## src/rtl/phy_rx_deser.sv

```systemverilog
// -----------------------------------------------------------------------------
// phy_rx_deser
// Receive-side deserializer for the PHY link. Consumes the serial stream
// (MSB first, one bit per clk_32f), locks byte alignment on a run of
// BC_NEEDED consecutive COM symbols, then strips COM/IDLE fillers and hands
// each data byte to the lane demux with a one-cycle valid_out pulse.
//
// Optional build macro: PHY_RX_STATS_EN
//   When defined, adds the rx_count[15:0] output: a saturating count of
//   delivered data bytes, cleared only by reset_L.
// -----------------------------------------------------------------------------
module phy_rx_deser #(
  parameter logic [7:0] COM       = 8'hBC,
  parameter logic [7:0] IDLE      = 8'h7C,
  parameter int         BC_NEEDED = 4
) (
  input  logic        clk_32f,
  input  logic        reset_L,
  input  logic        data_in,
  output logic [7:0]  data_out,
  output logic        valid_out,
  output logic        active,
  output logic        idle_out
`ifdef PHY_RX_STATS_EN
  ,
  output logic [15:0] rx_count
`endif
);

  // Number of aligned COMs that completes acquisition, in the counter's width.
  localparam logic [3:0] BC_TARGET = 4'(BC_NEEDED);

  typedef enum logic [1:0] {
    SEARCH = 2'b00,
    ALIGN  = 2'b01,
    ACTIVE = 2'b10
  } state_t;

  state_t      state_r;
  logic [7:0]  sh_r;
  logic [2:0]  bit_cnt_r;
  logic [3:0]  bc_cnt_r;

  logic [7:0]  cand_s;
  logic        byte_done_s;
  logic        is_com_s;
  logic        is_idle_s;
  logic        deliver_s;
  logic        bc_last_s;

  // Candidate symbol, byte boundary and symbol classification for this cycle.
  always_comb begin
    cand_s      = {sh_r[6:0], data_in};
    is_com_s    = (cand_s == COM);
    is_idle_s   = (cand_s == IDLE);
    bc_last_s   = ((bc_cnt_r + 4'd1) == BC_TARGET);
    if (state_r != SEARCH) begin
      byte_done_s = (bit_cnt_r == 3'd7);
    end else begin
      byte_done_s = 1'b0;
    end
    if ((state_r == ACTIVE) && byte_done_s && !is_com_s && !is_idle_s) begin
      deliver_s = 1'b1;
    end else begin
      deliver_s = 1'b0;
    end
  end

  // Serial shift register: slides one bit per clock in every state.
  always_ff @(posedge clk_32f or negedge reset_L) begin
    if (!reset_L) begin
      sh_r <= 8'h00;
    end else begin
      sh_r <= cand_s;
    end
  end

  // Alignment FSM with registered link outputs.
  always_ff @(posedge clk_32f or negedge reset_L) begin
    if (!reset_L) begin
      state_r   <= SEARCH;
      bit_cnt_r <= 3'd0;
      bc_cnt_r  <= 4'd0;
      data_out  <= 8'h00;
      valid_out <= 1'b0;
      active    <= 1'b0;
      idle_out  <= 1'b0;
    end else begin
      // valid_out is a single-cycle strobe; only a delivered byte raises it.
      valid_out <= 1'b0;
      case (state_r)
        SEARCH: begin
          // Outputs stay at their reset values until the link is aligned.
          data_out <= 8'h00;
          active   <= 1'b0;
          idle_out <= 1'b0;
          bit_cnt_r <= 3'd0;
          if (is_com_s) begin
            // Bit-sliding hit: the next bit starts a fresh byte.
            bc_cnt_r <= 4'd1;
            state_r  <= ALIGN;
          end else begin
            bc_cnt_r <= 4'd0;
            state_r  <= SEARCH;
          end
        end

        ALIGN: begin
          active <= 1'b0;
          if (byte_done_s) begin
            if (is_com_s) begin
              bit_cnt_r <= bit_cnt_r + 3'd1;
              bc_cnt_r  <= bc_cnt_r + 4'd1;
              if (bc_last_s) begin
                state_r <= ACTIVE;
                active  <= 1'b1;
              end else begin
                state_r <= ALIGN;
              end
            end else begin
              // Alignment broken: restart the bit-sliding search.
              bit_cnt_r <= 3'd0;
              bc_cnt_r  <= 4'd0;
              state_r   <= SEARCH;
            end
          end else begin
            bit_cnt_r <= bit_cnt_r + 3'd1;
            state_r   <= ALIGN;
          end
        end

        ACTIVE: begin
          // Locked for good: only reset_L leaves this state.
          active    <= 1'b1;
          bit_cnt_r <= bit_cnt_r + 3'd1;
          state_r   <= ACTIVE;
          if (byte_done_s) begin
            if (is_com_s) begin
              idle_out <= 1'b0;
            end else if (is_idle_s) begin
              idle_out <= 1'b1;
            end else begin
              data_out  <= cand_s;
              valid_out <= 1'b1;
              idle_out  <= 1'b0;
            end
          end else begin
            idle_out <= idle_out;
          end
        end

        default: begin
          // Unreachable encoding: fall back to a clean search.
          state_r   <= SEARCH;
          bit_cnt_r <= 3'd0;
          bc_cnt_r  <= 4'd0;
          data_out  <= 8'h00;
          active    <= 1'b0;
          idle_out  <= 1'b0;
        end
      endcase
    end
  end

`ifdef PHY_RX_STATS_EN
  // Saturating count of delivered data bytes, updated with each valid pulse.
  always_ff @(posedge clk_32f or negedge reset_L) begin
    if (!reset_L) begin
      rx_count <= 16'h0000;
    end else if (deliver_s && (rx_count != 16'hFFFF)) begin
      rx_count <= rx_count + 16'd1;
    end else begin
      rx_count <= rx_count;
    end
  end
`endif

endmodule
```

## config.mk

```make
export PLATFORM = sky130hd
export DESIGN_NAME = phy_rx_deser
export DESIGN_NICKNAME = d
export VERILOG_FILES = /design/src/rtl/phy_rx_deser.sv
export SDC_FILE = /design/constraint.sdc
export NUM_CORES = 1
export LEC_CHECK = 0
export ABC_AREA = 1
export BUFFER_PORTS_ARGS = -buffer_cell sky130_fd_sc_hd__buf_2
export CAP_MARGIN = 20
export CORE_UTILIZATION = 61
export CTS_CLUSTER_DIAMETER = 120
export DETAILED_ROUTE_END_ITERATION = 10
export PLACE_DENSITY = 0.84
export SKIP_CTS_REPAIR_TIMING = 1
export SLEW_MARGIN = 0
export SYNTH_ARGS = -nofsm -noshare
export SYNTH_HDL_FRONTEND = slang
export SYNTH_SLANG_ARGS = --single-unit
```

## constraint.sdc

```tcl
create_clock -name clk_32f -period 3.91 [get_ports clk_32f]
set_input_delay 0.391 -clock clk_32f [delete_from_list [all_inputs] [get_ports clk_32f]]
set_output_delay 0.391 -clock clk_32f [all_outputs]
set_load 0.1 [all_outputs]
```

==> results.md, run 1 <==
* Run status: complete, no violations
* Yosys top cell area share at 51.77%
* Vias in the first global route at 862
* I/O pin cnt at 14
* Slew HR at just over 60%
* Fin crit period at 1681 ps
* Initial antenna violation count at 0
* Top-count cell post-synth: nand2_1
* Syn_area_per_cell at just under 9 um^2
* DRT antenna net count at 0
* Vias per inst at approximately 5.2
* Number of diodes at 0
* CTS clock-pin slew for the worst setup and hold paths at approximately 150 ps
* Mapped Nets at approximately 160
* Top post-synthesis cells by count: nand2_1, dfrtp_1, inv_1
* Drt drc at 0
* Worst slew pin tran at 576.6 ps
* Fin. max-slew vios at 0
* Cell leakage power at 0.8473 nW
* Tightest Hold Check Type: primary input to async pin
* Total GRT Usage at 23.15%
* Synth warnings at 0
* Setup crit start kind: flip-flop
* Area delta synth->final at 9.492%
* Sequential-to-total area share from yosys stat at around half
* Layout cells sized above 1 at 18.18%
* Area contributors post-synth: dfrtp_1, nand2_1, inv_1
* Placer congestion estimate at 0.8578
* # clock sinks at 27
* Total power at 0.4654 mW
* Worst EP required at 4170 ps
* Ys async rst share at 100.0%
* Cell Area, Synth at 1305 um^2
* Area leader, netlist: dfrtp_1
* Global route overflow at 0
* Pwr Density at between 300 and 400 nW/um^2
* Initial DRC count at 36
* RSZ-0062 raised after global routing: false
* Worst IR drop on VDD at 0.0003652 V
* Post-synth cell types at 21
* Root Driver: clkbuf_4
* Detailed placement HPWL at roughly 1700 um
* Setup_tns at 0 ps
* Pin count of the biggest net entering global routing at 28
* PortBufs at 13
* Starting density of the core at 65.85%
* Yosys reg bits at 27
* CP Data Arrival Time at 1940 ps
* Fin crit share at 42.98%
* Clock Skew at 9.615 ps
* Post-synth top flop: dfrtp_1
* TritonCTS Buffers at 3
* CP Class: flip-flop to flip-flop
* Initial DRT Pass Iterations at 5
* Post-route setup slack at 2230 ps
* Routed WL per cell at 12.09 um
* DR vias at 989
* Die area at between 2000 and 2500 um^2
* Final setup viols at 0
* Clock buffer depth at 2
* Worst skew pair latency at 330 ps
* Layout Nets at 176
* CTS tree: built
* Rows at 16
* Max-cap violations at 0
* Core ar. at 1982 um^2
* Crit. End Element: flip-flop
* Cells after synthesis at 149
* Worst Path Max Fanout at 12
* Fmax at 0.5951 GHz
* Chip width at 48.26 um
* Final hold vios at 0
* Htree depth at 1
* First-pass GRT wire length at 3698 um
* Number of synthesized flops with an enable pin at 0
* Final WL at 2321 um
* Pre-CTS WS at 2310 ps
* Die H at ~48 um
worst max-delay path, cell delays in order (launching register included):
cell and delay (ps):
dfrtp_1 430, inv_1 90, ha_1 400, inv_1 170
nand2_1 170, inv_2 90, o21ai_0 80, nor2_1 70
nor2_1 120
logic make-up (layout without fill, tap and decap cells):
family / count (synthesis) / count (layout) / synth area share (%)
buffers and inverters: 26 / 42 / 7.574
DFF: 27 / 27 / 51.77
AOI/OAI and AO/OA: 18 / 18 / 7.095
and+or+nand+nor: 71 / 71 / 26.85
adders and majority gates: 7 / 7 / 6.711
final timing paths:
kind                       startpoint           end  slack (ps)  depth (start not counted)
setup / recovery           state_r[0]   bc_cnt_r[0]        2230                          8
hold / removal                reset_L       sh_r[6]          40                          1
setup reg to reg           state_r[0]   bc_cnt_r[0]        2230                          8
hold reg to reg               sh_r[0]       sh_r[1]         430                          0
max in group asynchronous     reset_L  bit_cnt_r[1]        3490                          1
min in group clk_32f          data_in       sh_r[0]         180                          1
flip-flops by register name (all words and copies together) (netlist names):
| register | count |
|---|---|
| state_r | 2 |
| valid_out | 1 |
| bc_cnt_r | 4 |
| active | 1 |
| data_out | 8 |
| bit_cnt_r | 3 |
| idle_out | 1 |
| sh_r | 7 |
per-layer routing:
layer | up-vias | global-route usage [%] | share of wire (%)
met1 | 455 | 32.54 | 46
met3 | 8 | 3.333 | 4.0
met4 | 0 | 9.444 | 1.6
met5 | - | 0 | 0
met2 | 35 | 36.00 | 48
li1 | 491 | - | -
layout make-up:
cell class              instances  area [um^2]
inverters                      25        93.84
clock buffers                   3        22.52
well taps                      27        33.78
multi-input cells              96        530.5
clock inverters                 1        7.507
repair buffers                 13        65.06
fillers                       147        553.0
flip-flops and latches         27        675.6
placed cells by master (no fill, tap or decap), types with 2 or more instances in the layout:
cell type	Yosys	routed
nand2_1	44	44
dfrtp_1	27	27
inv_1	24	24
buf_2	1	13
o21ai_0	12	12
nor2_1	7	7
ha_1	7	7
nand3_1	5	5
a21oi_1	4	4
nand2_2	3	3
clkbuf_4	0	3
nor2_4	2	2
nand3_2	2	2
nor2_2	2	2
nand2_4	2	2
report_power, final:
group / internal (mW) / total (mW) / leakage, nW / switching, mW
combinational: 0.0141 / 0.0492 / 0.474 / 0.0351
clock: 0.0391 / 0.123 / 0.0139 / 0.0844
sequential: 0.286 / 0.293 / 0.360 / 0.00657
metrics by stage:
stage / utilization (%) / instance area [um^2] / cells / hold slack, ps
after floorplan: - / 1305 / 149 / 95.41
after global placement: 70.58 / 1399 / 188 / 392.2
after detailed placement: 70.58 / 1399 / 188 / 387.9
after CTS: 72.10 / 1429 / 192 / 48.23
after global routing: 72.10 / 1429 / 192 / 72.28
final: 72.10 / 1429 / 192 / 35.62
No activity file was read; power rests on OpenSTA's default activity.
==> run 2: changes to the inputs <==
CORE_UTILIZATION = 51   (was 61)
PLACE_DENSITY = 0.76   (was 0.84)
clock period = 1.5 ns   (was 3.91 ns; I/O delays follow)
==> run 2 against run 1 <==
Register-to-register slack worse by 2200 ps. Largest power group unchanged. Critical endpoint is now bit_cnt_r[0]. Global-route usage is 2.9 points lower. Highest routed layer unchanged. Worst setup slack worse by 2200 ps.
==> results.md, run 2 (synthesis gave the netlist of run 1 again) <==
* Run status: complete, no violations
* Area delta synth->final at 14.86%
* Tightest Hold Check Type: primary input to async pin
* Buffers plus inverters on the worst setup path at 1 (-2)
* Max-cap violations at 0 (unchanged)
* Worst slew pin tran at 575.0 ps (-1.553 ps)
* Rows at 17 (+1)
* Most frequent cells in the layout: nand2_1, dfrtp_1, inv_1
* CTS clock-pin slew for the worst setup and hold paths at 130 ps (-20 ps)
* Fin crit share at 96.91% (+54 points)
* Setup crit start kind: flip-flop
* Biggest register: data_out
* CP Class: flip-flop to flip-flop
* Pwr Density at 812.9 nW/um^2 (+150%)
* Chip width at 52.59 um (+9.0%)
* TritonCTS Buffers at 3 (unchanged)
* Launching point of the worst reg2reg path: bit_cnt_r[0]
* Critical Path Source: bit_cnt_r[0]
* Detailed placement HPWL at 1744 um (+4.8%)
* Initial antenna violation count at 0 (unchanged)
* Util after Layout at 64.65% (-7.4 points)
* I/O pin cnt at 14 (unchanged)
* Starting density of the core at 56.29% (-9.6 points)
* Routed WL per cell at 12.05 um (-0.36%)
* Worst IR drop on VDD at 0.0007404 V (+100%)
* Most common cell after layout, fill and taps aside: nand2_1
* Clock buffer depth at 2 (unchanged)
* Final setup viols at 0 (unchanged)
* DR vias at 1012 (+2.3%)
* Most used cell along the critical path: nand2_4
* Vias per inst at 5.111 (-0.78%)
* Initial DRT Pass Iterations at 4 (-1)
* Flip-flop count of the largest register after layout at 8 (unchanged)
* CTS tree: built
* Global route overflow at 0 (unchanged)
* Setup_tns at 0 ps (unchanged)
* Final hold vios at 0 (unchanged)
* Critical path's largest stage delay at 410 ps (-20 ps)
* Htree depth at 1 (unchanged)
* Crit path cell chain: ha_1 > ha_1 > nand2_4 > nand2_4 > nand2_4 > inv_4 > nand2_1 > nand2_1 > nor2_1
* Worst EP required at 1750 ps (-2420 ps)
* Clock Skew at 5.521 ps (-4.094 ps)
* Pin count of the biggest net entering global routing at 28 (unchanged)
* Core ar. at 2318 um^2 (+17%)
* Fin crit period at 1454 ps (-226.8 ps)
* Fin. max-slew vios at 0 (unchanged)
* Placed Area at 1415 um^2 (+1.2%)
* Leading registers by flop count: data_out (8), sh_r (7), bc_cnt_r (4)
* # clock sinks at 27 (unchanged)
* Placer congestion estimate at 0.7474 (-13%)
* Initial DRC count at 12 (-67%)
* Vias in the first global route at 941 (+9.2%)
* RSZ-0062 raised after global routing: true
* Worst skew pair latency at 320 ps (about the same)
* Die area at 2765 um^2 (+19%)
* Final Cell Area at 1499 um^2 (+4.9%)
* Worst Path Max Fanout at 7 (-5)
* Root Driver: clkbuf_4
* Layout Nets at 181 (+2.8%)
* Final WL at 2385 um (+2.8%)
* Drt drc at 0 (unchanged)
* Number of diodes at 0 (unchanged)
* Fin cells at 198 (+3.1%)
* DRT antenna net count at 0 (unchanged)
* Worst path slowest cell: dfrtp_1
* Layout cells sized above 1 at 24.12% (+5.9 points)
* Post-placement cell count at 191 (+1.6%)
* First-pass GRT wire length at 4050 um (+9.5%)
* Die H at 52.59 um (+9.0%)
* Worst R2R Setup Slack at 50 ps (-2180 ps)
* Crit. End Element: flip-flop
* Cell leakage power at 0.8823 nW (+4.1%)
* Fmax at 0.6879 GHz (+16%)
* CP Data Arrival Time at 1710 ps (-230 ps)
* Slew HR at 61.66% (+0.10 points)
* Total GRT Usage at 20.26% (-2.9 points)
* CP top delay family: simple AND/OR/NAND/NOR gates
* PortBufs at 13 (unchanged)
-- run 2: metrics by stage --
stage          setup WS (ps)  power, mW  hold slack, ps
4_1_cts               -18.46      1.205          -175.5
6_report               46.28      1.219           343.6
5_1_grt               -19.14      1.285           388.0
3_5_place_dp           3.955     0.9041           186.2
2_1_floorplan          160.6     0.8617          -145.6
3_3_place_gp           79.75     0.8970           184.7
-- run 2: path summary, 6_finish.rpt --
kind,cells past startpoint,to
max,9,bit_cnt_r[0]
min,2,bc_cnt_r[0]
max reg2reg,9,bit_cnt_r[0]
min reg2reg,0,sh_r[1]
max in group asynchronous,2,data_out[1]
min in group clk_32f,0,sh_r[1]
-- run 2: where the power goes --
part,switching (mW),internal [mW]
logic,0.102,0.0517
clock network,0.196,0.104
registers,0.0183,0.746
-- run 2: metal layers --
metal  up-vias  global-route usage [%]  wire length (um)
met4         0                   2.632                15
met2        28                   34.39              1211
met5         -                       0                 0
met1       475                   26.04              1061
li1        507                       -                 -
met3         2                   6.087                96
-- run 2: final cells by class --
type                       count  area (um^2)
fill                         192        819.5
sequential                    27        675.6
multi-input combinational     96        558.0
timing repair buffer          18        107.6
inverter                      25        96.34
tap                           28        35.03
clock buffer                   4        26.28
==> run 3: changes to the inputs <==
CORE_UTILIZATION = 45   (was 51)
PLACE_DENSITY = 0.68   (was 0.76)
==> run 3 against run 2 <==
Sequential share of layout area down 0.075 points. Via count fell by 6.3%. Power increased by 0.86%. Global-route usage down 4.5 points. Highest routed layer unchanged.
==> results.md, run 3 (synthesis gave the netlist of run 1 again) <==
* Run status: complete, no violations
* Layout cells sized above 1 at 23.98% (-0.14 points)
* Drt drc at 0 (unchanged)
* Final setup viols at 0 (unchanged)
* Cell leakage power at 0.8749 nW (-0.83%)
* Initial antenna violation count at 0 (unchanged)
* Pin count of the biggest net entering global routing at 28 (unchanged)
* Area delta synth->final at 15.05%
* R2R depth at 9 (unchanged)
* Clock Skew at 7.104 ps (+1.583 ps)
* Post-route setup slack at 70.13 ps (+23.85 ps)
* Crit. End Element: flip-flop
* Number of diodes at 0 (unchanged)
* Rows at 19 (+2)
* Fin. max-slew vios at 0 (unchanged)
* Worst slew pin tran at 589.6 ps (+14.53 ps)
* Setup_tns at 0 ps (unchanged)
* Worst EP required at 1740 ps (about the same)
* TritonCTS Buffers at 3 (unchanged)
* Final hold vios at 0 (unchanged)
* CP Class: flip-flop to flip-flop
* Fmax at 0.6994 GHz (+1.7%)
* RR Endpoint: bc_cnt_r[2]
* Launching point of the worst reg2reg path: state_r[0]
* CP Data Arrival Time at 1670 ps (-40 ps)
* Capture point of the critical path: bc_cnt_r[2]
* Final Cell Area at 1501 um^2 (+0.17%)
* # clock sinks at 27 (unchanged)
* Setup crit start kind: flip-flop
* Starting density of the core at 47.32% (-9.0 points)
* Chip width at 55.85 um (+6.2%)
* CTS clock-pin slew for the worst setup and hold paths at 150 ps (+20 ps)
* Biggest register: data_out
* Final WL at 2213 um (-7.2%)
* Placed Area at 1419 um^2 (+0.26%)
* Total GRT Usage at 15.74% (-4.5 points)
* I/O pin cnt at 14 (unchanged)
* Vias in the first global route at 936 (-0.53%)
* Worst IR drop on VDD at 0.0004753 V (-36%)
* Detailed placement HPWL at 1601 um (-8.2%)
* Worst Path Max Fanout at 7 (unchanged)
* PortBufs at 13 (unchanged)
* DRT antenna net count at 0 (unchanged)
* Die H at 55.85 um (+6.2%)
* Critical Path Source: state_r[0]
* Root Driver: clkbuf_4
* Clock buffer depth at 2 (unchanged)
* Initial DRT Pass Iterations at 4 (unchanged)
* Flip-flop count of the largest register after layout at 8 (unchanged)
* First-pass GRT wire length at 3850 um (-4.9%)
* Fin crit share at 95.32% (-1.6 points)
* Layout Nets at 182 (+0.55%)
* Most common cell after layout, fill and taps aside: nand2_1
* Worst skew pair latency at 330 ps (about the same)
* Routed WL per cell at 10.96 um (-9.0%)
* Placer congestion estimate at 0.8388 (+12%)
* Leading registers by flop count: data_out (8), sh_r (7), bc_cnt_r (4)
* Fin crit period at 1430 ps (-23.85 ps)
* DR vias at 948 (-6.3%)
* Tightest Hold Check Type: primary input to async pin
* Global route overflow at 0 (unchanged)
* CTS tree: built
* Max-cap violations at 0 (unchanged)
* Worst R2R Setup Slack at 70 ps (+20 ps)
* Initial DRC count at 17 (+5)
* Slew HR at 60.70% (-0.97 points)
* Pwr Density at 818.6 nW/um^2 (+0.69%)
* Htree depth at 1 (unchanged)
* Core ar. at 2758 um^2 (+19%)
* Vias per inst at 4.693 (-8.2%)
* Die area at 3119 um^2 (+13%)
* Pre-CTS WS at 36.40 ps (+32.44 ps)
* Most frequent cells in the layout: nand2_1, dfrtp_1, inv_1
## run 3: changes by cell type in the layout (fill, tap and decap cells not counted), moves of 2 or more
cell / previous run / this run
nand2_2: 3 / 6
o21ai_0: 7 / 10
o21ai_1: 6 / 3
inv_1: 20 / 22
inv_2: 4 / 2
nand2_4: 5 / 3
## run 3: power by group
part           switching (mW)  internal, mW  total [mW]
logic                  0.0946        0.0494       0.144
registers              0.0173         0.746       0.763
clock network           0.221         0.100       0.322
total                   0.333         0.896        1.23
## run 3: layout make-up
| cell class | instances | area (um^2) |
|---|---|---|
| multi-input combinational | 96 | 548.0 |
| clock inverter | 1 | 5.005 |
| sequential | 27 | 675.6 |
| clock buffer | 3 | 22.52 |
| timing repair buffer | 19 | 115.1 |
| tap | 31 | 38.79 |
| inverter | 25 | 96.34 |
| fill | 256 | 1256 |
## run 3: how the worst min path moves through the flow
stage          cells after the start  slack, ps  startpoint          end
6_report                           2        330     reset_L  data_out[7]
4_1_cts                            1       -190     reset_L     idle_out
5_1_grt                            2        400     reset_L  data_out[7]
3_5_place_dp                       1        200     reset_L  bc_cnt_r[1]
2_1_floorplan                      0       -150     reset_L       active
3_3_place_gp                       1        180     reset_L  bc_cnt_r[3]
## run 3: stage by stage
stage	power, mW	util (%)	std cells	hold slack, ps
2_1_floorplan	0.8617	-	149	-145.6
3_3_place_gp	0.8976	51.45	194	182.8
3_5_place_dp	0.9020	51.45	194	199.3
4_1_cts	1.229	52.45	198	-185.9
5_1_grt	1.284	54.45	202	399.3
6_report	1.229	54.45	202	330.4
## run 3: worst max-delay path, cell delays in order, from the launching register on
cell and delay, ps:
dfrtp_1 400, inv_1 70, ha_1 200, inv_2 70, nand2_2 90, nand2_2 110, nand2_4 70, inv_4 80
nand2_2 60, and3_1 180
## run 3: layer usage
layer	vias to the layer above	global-route usage, %	share of wire (%)
met5	-	0	0
met4	0	7.666	2.0
met3	5	2.093	1.9
met2	10	25.65	46
met1	432	20.80	50
li1	501	-	-
